[src/rtl/a_ctrls_pkg.sv]
// a_ctrls_pkg: constants and helpers shared by the control-value UART
// transmitter (a_ctrls_tx) and its matching receiver/decoder.
//   N_CTRL     number of control channels carried by the link
//   CH_BASE    ASCII code of the first channel letter ('A')
//   EOP        end-of-packet byte (line feed)
//   hex_ascii  4-bit nibble -> uppercase ASCII hex digit
//   ctrl_state_t  packet sequencer states
package a_ctrls_pkg;

    localparam int         N_CTRL  = 7;
    localparam logic [7:0] CH_BASE = 8'h41;
    localparam logic [7:0] EOP     = 8'h0A;

    typedef enum logic [1:0] {
        ST_IDLE = 2'd0,
        ST_LOAD = 2'd1,
        ST_SEND = 2'd2
    } ctrl_state_t;

    // '0'..'9' -> 0x30..0x39, 'A'..'F' -> 0x41..0x46 (0x37 + 10 = 0x41)
    function automatic logic [7:0] hex_ascii(input logic [3:0] nib);
        if (nib < 4'd10) return 8'h30 + {4'h0, nib};
        else             return 8'h37 + {4'h0, nib};
    endfunction

endpackage

[src/rtl/uart_tx.sv]
// uart_tx: 8N1 byte serializer with its own bit-period divider.
// Ports:
//   i_clk, i_rst_n   clock, asynchronous active-low reset
//   i_tx_data        byte to send, sampled when i_new_tx_data is accepted
//   i_new_tx_data    request; accepted on a rising edge where o_tx_busy is low
//   o_ser_out        serial line, idle high
//   o_tx_busy        high while a frame is being shifted out
//   o_tx_done        high during the final clk cycle of the stop bit
// Handshake: i_new_tx_data acts as valid and !o_tx_busy as ready; a byte is
// transferred on any rising edge where both are high, and the requester must
// hold i_tx_data stable while valid is asserted.
module uart_tx #(
    parameter int DIV = 5208
) (
    input  logic       i_clk,
    input  logic       i_rst_n,
    input  logic [7:0] i_tx_data,
    input  logic       i_new_tx_data,
    output logic       o_ser_out,
    output logic       o_tx_busy,
    output logic       o_tx_done
);

    if (DIV < 2) begin : g_div_check
        $error("uart_tx: DIV must be at least 2");
    end

    localparam int             CW       = $clog2(DIV);
    localparam logic [CW-1:0]  CNT_LAST = CW'(DIV - 1);

    // r_frame holds {stop, data[7:0], start}; bit 0 drives the line, and the
    // frame shifts right with 1s filling in, so it reads all-ones when idle.
    logic [9:0]    r_frame;
    logic [CW-1:0] r_cnt;
    logic [3:0]    r_bit;
    logic          r_busy;
    logic          w_last;

    assign w_last = r_busy && (r_bit == 4'd9) && (r_cnt == CNT_LAST);

    always_ff @(posedge i_clk or negedge i_rst_n) begin
        if (!i_rst_n) begin
            r_frame <= '1;
            r_cnt   <= '0;
            r_bit   <= '0;
            r_busy  <= 1'b0;
        end else if (!r_busy) begin
            if (i_new_tx_data) begin
                r_frame <= {1'b1, i_tx_data, 1'b0};
                r_cnt   <= '0;
                r_bit   <= '0;
                r_busy  <= 1'b1;
            end
        end else if (r_cnt == CNT_LAST) begin
            r_cnt   <= '0;
            r_frame <= {1'b1, r_frame[9:1]};
            if (r_bit == 4'd9) r_busy <= 1'b0;
            else               r_bit  <= r_bit + 4'd1;
        end else begin
            r_cnt <= r_cnt + 1'b1;
        end
    end

    assign o_ser_out = r_frame[0];
    assign o_tx_busy = r_busy;
    assign o_tx_done = w_last;

endmodule

[src/rtl/a_ctrls_tx.sv]
// a_ctrls_tx: watches N_CTRL 8-bit control values and sends a 4-byte ASCII
// packet {'A'+ch, hex hi, hex lo, LF} over an 8N1 UART whenever a value
// changes, or for every channel after a refresh strobe.
// Ports:
//   clk, reset_n  clock, asynchronous active-low reset
//   in[0:6]       control values, synchronous to clk
//   refresh       one-cycle strobe marking every channel pending
//   CTRL_TX       serial output, idle high
//   busy          high from the cycle after a channel is selected until the
//                 sequencer is back in IDLE
module a_ctrls_tx
    import a_ctrls_pkg::*;
#(
    parameter int fCLK  = 50_000_000,
    parameter int fBAUD = 9_600
) (
    input  logic       clk,
    input  logic       reset_n,
    input  logic [7:0] in [0:N_CTRL-1],
    input  logic       refresh,
    output logic       CTRL_TX,
    output logic       busy
);

    localparam int DIV = fCLK / fBAUD;

    ctrl_state_t        r_state;
    logic [N_CTRL-1:0]  r_pending;
    logic [7:0]         r_shadow [0:N_CTRL-1];
    logic [2:0]         r_rr;
    logic [2:0]         r_ch;
    logic [7:0]         r_val;
    logic [1:0]         r_k;

    logic               w_found;
    logic [2:0]         w_sel;
    logic [3:0]         w_sum;
    logic               w_fire;
    logic               w_is_sel;
    logic [N_CTRL-1:0]  w_pend_nxt;
    logic [7:0]         w_tx_byte;
    logic               w_new;
    logic               w_tx_busy;
    logic               w_tx_done;
    logic               w_ser;

    // Round-robin pick: first pending channel at or after r_rr, wrapping.
    always_comb begin
        w_found = 1'b0;
        w_sel   = '0;
        w_sum   = '0;
        for (int k = 0; k < N_CTRL; k++) begin
            w_sum = {1'b0, r_rr} + 4'(k);
            if (w_sum >= 4'(N_CTRL)) w_sum = w_sum - 4'(N_CTRL);
            if (!w_found && r_pending[w_sum[2:0]]) begin
                w_found = 1'b1;
                w_sel   = w_sum[2:0];
            end
        end
    end

    assign w_fire = (r_state == ST_IDLE) && w_found;

    // The channel being selected copies in[] into its shadow this very cycle,
    // so its stale shadow must not count as a difference; any other set
    // source (refresh) still wins over the selection clear.
    always_comb begin
        w_pend_nxt = r_pending;
        w_is_sel   = 1'b0;
        for (int i = 0; i < N_CTRL; i++) begin
            w_is_sel = w_fire && (w_sel == 3'(i));
            if (w_is_sel) w_pend_nxt[i] = 1'b0;
            if (refresh || ((in[i] != r_shadow[i]) && !w_is_sel))
                w_pend_nxt[i] = 1'b1;
        end
    end

    always_comb begin
        case (r_k)
            2'd0:    w_tx_byte = CH_BASE + {5'b0, r_ch};
            2'd1:    w_tx_byte = hex_ascii(r_val[7:4]);
            2'd2:    w_tx_byte = hex_ascii(r_val[3:0]);
            default: w_tx_byte = EOP;
        endcase
    end

    // LOAD presents the byte; it is handed over as soon as the serializer is
    // free, which keeps consecutive frames within one idle cycle of each other.
    assign w_new = (r_state == ST_LOAD) && !w_tx_busy;

    always_ff @(posedge clk or negedge reset_n) begin
        if (!reset_n) begin
            r_state   <= ST_IDLE;
            r_pending <= '0;
            r_rr      <= '0;
            r_ch      <= '0;
            r_val     <= '0;
            r_k       <= '0;
            for (int i = 0; i < N_CTRL; i++) r_shadow[i] <= '0;
        end else begin
            r_pending <= w_pend_nxt;
            case (r_state)
                ST_IDLE: begin
                    if (w_found) begin
                        r_ch            <= w_sel;
                        r_val           <= in[w_sel];
                        r_shadow[w_sel] <= in[w_sel];
                        r_rr            <= (w_sel == 3'(N_CTRL - 1)) ? 3'd0 : w_sel + 3'd1;
                        r_k             <= 2'd0;
                        r_state         <= ST_LOAD;
                    end
                end
                ST_LOAD: begin
                    if (!w_tx_busy) r_state <= ST_SEND;
                end
                ST_SEND: begin
                    if (w_tx_done) begin
                        if (r_k == 2'd3) begin
                            r_state <= ST_IDLE;
                        end else begin
                            r_k     <= r_k + 2'd1;
                            r_state <= ST_LOAD;
                        end
                    end
                end
                default: r_state <= ST_IDLE;
            endcase
        end
    end

    uart_tx #(
        .DIV(DIV)
    ) u_uart_tx (
        .i_clk         (clk),
        .i_rst_n       (reset_n),
        .i_tx_data     (w_tx_byte),
        .i_new_tx_data (w_new),
        .o_ser_out     (w_ser),
        .o_tx_busy     (w_tx_busy),
        .o_tx_done     (w_tx_done)
    );

    assign CTRL_TX = w_ser;
    assign busy    = (r_state != ST_IDLE);

endmodule

[config.mk]
export PLATFORM = sky130hd
export DESIGN_NAME = a_ctrls_tx
export DESIGN_NICKNAME = d
export VERILOG_FILES = /design/src/rtl/a_ctrls_pkg.sv /design/src/rtl/uart_tx.sv /design/src/rtl/a_ctrls_tx.sv
export SDC_FILE = /design/constraint.sdc
export NUM_CORES = 1
export LEC_CHECK = 0
export CAP_MARGIN = 20
export CELL_PAD_IN_SITES_DETAIL_PLACEMENT = 0
export CELL_PAD_IN_SITES_GLOBAL_PLACEMENT = 2
export CORE_UTILIZATION = 30
export DETAILED_ROUTE_END_ITERATION = 10
export GPL_TIMING_DRIVEN = 0
export PLACE_DENSITY = 0.67
export SYNTH_ARGS = -nofsm -noshare
export SYNTH_HDL_FRONTEND = slang
export SYNTH_SLANG_ARGS = --single-unit
[constraint.sdc]
create_clock -name clk -period 5.45 [get_ports clk]
set_clock_uncertainty 0.1 [all_clocks]
set_input_delay 0.545 -clock clk [delete_from_list [all_inputs] [get_ports clk]]
set_output_delay 0.545 -clock clk [all_outputs]
set_load 0.01 [all_outputs]
# Word-level counts from Yosys, hierarchy flattened
# Cells that the tools add are included.
# Widths: inputs -> output; s select.
# word_totals
out_inout_bits	2
in_bits	59
ff_bits	109
# classes
n_lt_le_gt_ge	18
addsub	22
n_reduce_logical	64
n_bitwise	1
muxes	82
eq_ne	26
# ops
cell	count
$bwmux 56	1
$ne 8x8->1	7
$mux 3	15
$mux 13	3
$mux 1	33
$mux 10	3
$add 6x4->7 const A	4
$lt 3x4->1 const B	7
$logic_and 1x1->1	25
$bmux 8 s3	1
$demux 8 s3	1
$ge 4x3->1 const B	6
$mux 8	3
$pmux 8 s3	1
$bmux 1 s3	7
$sub 3x3->3 const B	7
$reduce_bool 2->1	10
$mux 4	4
$logic_not 1->1	14
$mux 7	2
$add 13x1->13 const B	1
$eq 13x13->1 const B	1
$add 3x3->4 const B	3
$mux 2	6
27 further kinds	48

# Depth between registers and ports, before layout
# Gate-level depths: netlist of the first run.
# logic_depth
ltp_word	29
mapped_depth	21

# Hierarchy
# Synthesis of the first run repeated with hierarchy kept, for this count alone.
# hier_totals
hier_cells	866
area_unflattened_um2	7938.9
# modules_own_cells
module	cells_per_inst	seq_area_each_um2	n_inst	area_per_inst_um2
a_ctrls_tx	714	2026.9	1	6424.9
uart_tx	152	686.9	1	1514.0

# Least setup slack after synthesis of the first run
# No wires, ideal clock.
# synth_timing
path_type	register to register
start	register r_rr[1]
end	register r_shadow[12] (netlist name)
n_path_buf	4
path_slack_ns	0.626
stages_incl_launch_ff	19
period_less_slack_ns	4.824
t_arrival_ns	4.599
setup_time_ns	0.125
required_time_ns	5.225
cell_sequence	dfrtp_1 > buf_2 > clkbuf_1 > inv_1 > ha_1 > inv_1 > fa_1 > clkbuf_1 > nor4bb_1 > a41o_1 > a211oi_1 > a21oi_2 > nand3b_1 > o32ai_2 > and2_4 > buf_6 > mux2_4 > a221o_1 > mux2_2
# synth_via
elab_chain_cells	29
word_cells_on_any_way	78
# synth_rtl
element	line_no	text
start, declared	a_ctrls_tx.sv:30	logic [2:0] r_rr;
start signal, assigned	a_ctrls_tx.sv:108	r_rr <= (w_sel == 3'(N_CTRL - 1)) ? 3'd0 : w_sel + 3'd1;
branches (longest 29 deep; another with $add 3x1->4)	--	
end signal, assigned by index	a_ctrls_tx.sv:107	r_shadow[w_sel] <= in[w_sel];
end, declared	a_ctrls_tx.sv:29	logic [7:0] r_shadow [0:N_CTRL-1];
# Parallel ways; which one is timed is not known. The select of a mux whose other input is x is not followed.
# A chain may end at the register's enable or synchronous reset.

# Final worst setup path of the first run
# layout_timing
start	register r_rr[1]
end	register r_shadow[2] (netlist name)
# Same word-level chain as after synthesis.

==> flow_metrics.tcl, run 1 <==
set metrics [dict create \
    outcome "finished with violations" \
    violations "DRC" \
    rows 59 \
    post-route-min-period_ns 5.30 \
    critical_path.max_fanout 19 \
    post-route-period-util_pct 97.3 \
    p_per_area_mw_per_mm2 304 \
    ctsHoldBuffers 0 \
    most_common_cell_after_layout_fill_and_taps_aside "dfrtp_1" \
    yosys.cell_types.count 89 \
    final-max-slew-violation-count 0 \
    clock.fmax_mhz 189 \
    cts_tree "done" \
    syn_avg_cell_area_um2 9.66 \
    total_power_mw 2.95 \
    post_drt_wl_per_cell_um 20.7 \
    clockRootBuffer "clkbuf_16" \
    grt_util_met2_pct 29.4 \
    worstSetupStartpoint "r_rr[1]" \
    die_area_mm2 0.0278 \
    globalRouteMet3Util_pct 2.47 \
    reg2reg_from "r_rr[1]" \
    busiest_layer "met2" \
    synth_seq_cells 108 \
    port_buffers 60 \
    synth_top_family_by_area "compound AO/OA/AOI/OAI gates" \
    antenna_cells_inserted 0 \
    die_height_um 167 \
    async_reset_ff_share_pct 100 \
    cts_inserted_buffers 9 \
    route.antenna.remaining_nets 0 \
    dominantRegCellSynth "dfrtp_1" \
    finalWeightedCongestion 0.823 \
    floorplan.io_pins 61 \
    post_synth_simple_gate_area_pct 16.8 \
    synthesis.nets 924 \
    synth_warnings 0 \
    whs_ns 0.0248 \
    worst_ir_drop_vdd_uv 134 \
    drv_cap 0 \
    syn-instance-count 841 \
    slew_headroom_pct 46.1 \
    drt-total-wl_um 26100 \
    grt_antenna_before_repair 0 \
    place.detailed.hpwl_um 19600 \
    post_synth_mux_area_share_pct 15.2 \
    global_route_wire_length_before_repair_um 40900 \
    power.static_leakage_nw 4.13 \
    data_arrival_critical_path_ns 5.44 \
    largest_net_degree_at_the_start_of_global_routing 57 \
    grt_use_met1_pct 28.3 \
    synth_xor_xnor_area_share_pct 7.76 \
    timing.hold.worst.class "in -> async" \
    grt_overflow 0 \
    vias_per_cell 5.38 \
    nets 1004 \
    core-area_mm2 0.0264 \
    drt_pre_antenna_iters 8 \
    num_vias 6779 \
    final-hold-violation-count 0 \
    worst_path_required_ns 5.59 \
    layout-drive-gt1-share_pct 19.0 \
    grt_pass1_vias 6797 \
    area_growth_syn_to_layout_pct 19.4 \
    synth-compound-area-share_pct 18.3 \
    drc 3 \
    synth.yosys.seq_area_share_pct 33.4 \
    h_tree_lvl_count 3 \
    mostFrequentLayoutCells "dfrtp_1, clkdlybuf4s50_1, mux2_2, nand2_1, nor2_1" \
    floorplan.initialDensity_pct 30.8 \
    clock_path_buffers 2 \
    cts_sinks 108 \
    synthesis.area_mm2 0.00813 \
    finalSetupViolCount 0 \
    worst_skew_pair_later_pin_latency_ns 0.36 \
    groute.usage.overall_pct 19.1 \
    first_iter_violations 469 \
    reg2regPathDepth 17 \
    synth_enable_flop_cells 0 \
    critical_path_class "reg -> reg" \
    worst_setup_path_start_kind "flop" \
    worst_setup_path_end_kind "flop" \
    clk_transition_reported_paths_ns 0.08 \
    die_span_in_x_um 167 \
    tightest_slew_ns 0.809 \
    synth_adder_area_share_pct 3.79 \
]
[cells by family after synthesis]
kind of cell             after synthesis
adder cells (fa/ha/maj)               24
buffers and inverters                 79
AO/OA/AOI/OAI                        203
XOR/XNOR                              72
AND/OR/NAND/NOR                      247
flip-flops                           108
multiplexers                         108
[synth_stat cells (all sizes together), types with 4 or more instances]
cell type	n	area share, %
dfrtp	99	30
mux2	70	10
nand2	57	2.7
o21ai	47	2.9
nor2	46	2.2
a21oi	39	2.6
xnor2	38	4.1
mux2i	36	4.5
xor2	34	3.7
nand3	32	2.1
buf	28	2.3
inv	28	1.3
clkbuf	23	1.1
ha	23	3.5
nand2b	19	1.5
and3	15	1.2
nand4	14	1.2
a221oi	11	1.2
o32ai	11	1.5
nor3	10	0.89
a211oi	9	0.83
dfstp	9	2.9
nor2b	9	0.69
a21o	8	0.74
o21bai	8	0.74
o31ai	8	0.74
nor4	7	0.54
a221o	6	0.74
nand4b	6	0.65
o211ai	6	0.62
and2	5	0.42
nand3b	5	0.51
a22o	4	0.43
a22oi	4	0.37
nor3b	4	0.43
[power by group]
part / leakage [nW] / switching [mW] / internal (mW)
clock network: 0.155 / 0.350 / 0.370
logic: 2.65 / 0.821 / 0.547
registers: 1.32 / 0.0297 / 0.836
[path summary, 6_finish.rpt]
check | slack, ns | end
max | 0.15 | r_shadow[2]
min | 0.02 | u_uart_tx.r_cnt[8]
max reg2reg | 0.15 | r_shadow[2]
min reg2reg | 0.38 | u_uart_tx.r_cnt[12]
max in group asynchronous | 4.55 | r_shadow[40]
min in group clk | 0.38 | u_uart_tx.r_cnt[12]
[critical path, cell delays in order, from the launching register on]
cell and delay (ns):
dfrtp_1 0.48, buf_6 0.25, clkinvlp_4 0.21, ha_1 0.24, inv_1 0.07, fa_1 0.40
clkbuf_1 0.23, nor4bb_1 0.21, a41o_1 0.24, a211oi_4 0.35, a21oi_1 0.23, or4b_1 0.61
o32ai_4 0.26, nand2_2 0.15, buf_6 0.20, nor3_1 0.26, clkbuf_4 0.32, mux2_2 0.36
[flip-flops by register name (all words and copies together), names as in the netlist]
| signal | count |
|---|---|
| u_uart_tx.r_cnt | 13 |
| u_uart_tx.o_tx_busy | 1 |
| u_uart_tx.r_bit | 4 |
| r_val | 8 |
| u_uart_tx.r_frame | 9 |
| r_shadow | 56 |
| r_k | 2 |
| r_ch | 3 |
| r_rr | 3 |
| r_pending | 7 |
| r_state | 2 |
[stage by stage]
stage | TNS (ns) | util [%] | std cells | setup slack, ns | cell area [µm²]
after detailed placement | -47.21 | 34.8 | 1237 | -0.919 | 9180
after global routing | -0.0824 | 36.8 | 1261 | -0.0218 | 9710
after global placement | -141.99 | 34.7 | 1236 | -1.02 | 9150
after floorplan | 0 | - | 841 | 0.626 | 8130
final | 0 | 36.8 | 1261 | 0.149 | 9710
after CTS | 0 | 36.2 | 1256 | 0.00733 | 9540
[what timing repair did]
item	CTS	global route
cloned	1	0
pin swaps	2	2
setup buffers	3	6
endpoints found under the setup margin	77	70
resized for setup	2	22
[routing by layer]
metal / wire length [µm] / vias up / share of wire, %
met3: 1050 / 19 / 4.0
met5: 0 / - / 0
met4: 290 / 0 / 1.1
met2: 11400 / 181 / 44
li1: - / 3258 / -
met1: 13300 / 3321 / 51
[cell type report]
type                            count  area (µm²)
Multi-Input combinational cell    655        5140
Timing Repair Buffer               70         722
Clock inverter                      7        92.6
Clock buffer                        9         225
Inverter                           28         109
Tap cell                          335         419
Fill cell                        2649       16600
Sequential cell                   108        2710
Buffer                             49         283
Power figures use the tool's default switching activity.
==> run 2, diff against run 1 <==
REMOVE_ABC_BUFFERS = 1   (was unset)
==> run 2 against run 1 <==
- the flow still finishes with violations (DRC)
- core utilization fell by 0.77 points
- hold slack improved by 0.0031 ns
- maximum frequency rose by 2.7%
- register-to-register slack improved by 0.14 ns
- wire length fell by 8.9%
- clock power fell by 2%
- first-iteration DRC count fell by 4.5%
==> flow_metrics.tcl, run 2 (synthesis results as in run 1) <==
set metrics [dict create \
    finalWeightedCongestion 0.767 \
    antenna_cells_inserted 0 \
    die_span_in_x_um 167 \
    layout-drive-gt1-share_pct 18.1 \
    worst_setup_path_end_kind "flop" \
    cts_inserted_buffers 9 \
    place_inst 1190 \
    data_arrival_critical_path_ns 5.31 \
    ff_latch_area_mm2 0.00272 \
    setup_total_negative_slack_ns 0 \
    grt_overflow 0 \
    r2r_setup_slack_ns 0.29 \
    clk_transition_reported_paths_ns 0.08 \
    cts_tree "done" \
    drv_cap 0 \
    vias_per_cell 5.37 \
    drt_pre_antenna_iters 8 \
    critical_path.reg2reg.endpoint "r_shadow[29]" \
    p_per_area_mw_per_mm2 302 \
    rows 59 \
    cts_sinks 108 \
    multi_input_comb_area_mm2 0.00518 \
    worstSetupStartpoint "r_rr[1]" \
    power.static_leakage_nw 4.00 \
    critical-path-slowest-cell "dfrtp_4" \
    first_iter_violations 448 \
    crit_path_end "r_shadow[29]" \
    dpl_worst_slack_ns -1.09 \
    reg2regPathDepth 15 \
    critical_path_cell_count 15 \
    final-max-slew-violation-count 0 \
    worst_path_required_ns 5.60 \
    core-area_mm2 0.0264 \
    worst_ir_drop_vdd_uv 156 \
    worst_setup_path_start_kind "flop" \
    timing.hold.worst.class "in -> async" \
    largest_register_ff_count 56 \
    drt-total-wl_um 23700 \
    cp_slowest_stage_delay_ns 0.64 \
    violations "DRC" \
    ctsHoldBuffers 0 \
    worst_slack_ns 0.290 \
    layout.cells.non_filler 1215 \
    crit_chain "clkinvlp_4 > ha_1 > inv_1 > fa_1 > nor4bb_1 > a41o_1 > a211oi_1 > a21oi_2 > buf_4 > or4b_1 > o32ai_2 > buf_4 > nand2_8 > nor3_4 > mux2_2" \
    place.detailed.hpwl_um 16800 \
    clock_path_buffers 2 \
    area_growth_syn_to_layout_pct 16.9 \
    critical_path_class "reg -> reg" \
    num_vias 6527 \
    drc 3 \
    post-route-period-util_pct 94.7 \
    die_area_mm2 0.0278 \
    h_tree_lvl_count 3 \
    groute.usage.overall_pct 17.1 \
    finalSetupViolCount 0 \
    timing.critical_path.buf_inv 4 \
    nets 958 \
    grt_pass1_vias 6473 \
    final-hold-violation-count 0 \
    die_height_um 167 \
    largestRegisters "r_shadow x56, u_uart_tx.r_cnt x13, u_uart_tx.r_frame x9" \
    floorplan.io_pins 61 \
    reg2reg_from "r_rr[1]" \
    largest-register "r_shadow" \
    timing.critical_path.max_delay_family "simple AND/OR/NAND/NOR gates" \
    finish.instance_area_mm2 0.00950 \
    post_drt_wl_per_cell_um 19.5 \
    outcome "finished with violations" \
    global_route_wire_length_before_repair_um 37600 \
    critical_path.max_fanout 23 \
    grt_antenna_before_repair 1 \
    tightest_slew_ns 0.766 \
    total_power_mw 2.87 \
    dpl-instance-area_mm2 0.00895 \
    slew_headroom_pct 49.0 \
    mostFrequentLayoutCells "dfrtp_1, clkdlybuf4s50_1, mux2_2, nand2_1, nor2_1" \
    post-route-min-period_ns 5.16 \
    port_buffers 60 \
    fill_cells 2605 \
    most_common_cell_after_layout_fill_and_taps_aside "dfrtp_1" \
    route.antenna.remaining_nets 0 \
    largest_net_degree_at_the_start_of_global_routing 61 \
    crit_top_cell "buf_4" \
    floorplan.initialDensity_pct 30.8 \
    clock.fmax_mhz 194 \
    worst_skew_pair_later_pin_latency_ns 0.37 \
    clockRootBuffer "clkbuf_16" \
]
[run 2: changes by cell type in the layout (fill, tap and decap cells not counted), moves of 3 or more]
cell and change:
dfrtp_1 -3, buf_4 -5, buf_2 -13, buf_6 -6
clkbuf_4 -3, ha_1 -3, clkbuf_1 -21
[run 2: metal layers]
metal,global-route usage [%],up-vias,routed length [µm]
met5,0,-,0
met4,2.94,0,203
met3,2.54,16,725
met2,26.1,111,10400
met1,25.7,3230,12500
li1,-,3170,-
[run 2: cell type report]
class,instances,area share [%]
Multi-Input combinational cell,656,54.5
Sequential cell,108,28.7
Timing Repair Buffer,72,7.93
Tap cell,335,4.41
Clock buffer,9,2.37
Inverter,28,1.15
Clock inverter,7,0.974
[run 2: how the worst min path moves through the flow]
stage	end	slack, ns	depth (start not counted)
floorplan	r_ch[0]	0.15	0
global placement	u_uart_tx.r_frame[4]	0.37	2
detailed placement	u_uart_tx.r_frame[5]	0.37	2
CTS	r_shadow[17]	0.04	1
global route	r_shadow[17]	0.06	1
finish	r_shadow[1]	0.03	1
[run 2: metrics by stage]
step	util, %	hold WS [ns]
final	36.1	0.0279
after global routing	36.1	0.0592
after CTS	35.5	0.0420
after detailed placement	34.0	0.373
after global placement	33.7	0.371
after floorplan	-	0.149
[run 2: what timing repair did]
action	in CTS	in global routing
gates cloned	0	2
endpoints found under the setup margin	76	68
resized for setup	17	12
setup buffers	2	5
pin swaps	2	4
[run 2: power by group]
part | internal [mW] | switching (mW)
Combinational | 0.524 | 0.754
Clock | 0.369 | 0.339
Sequential | 0.837 | 0.0521
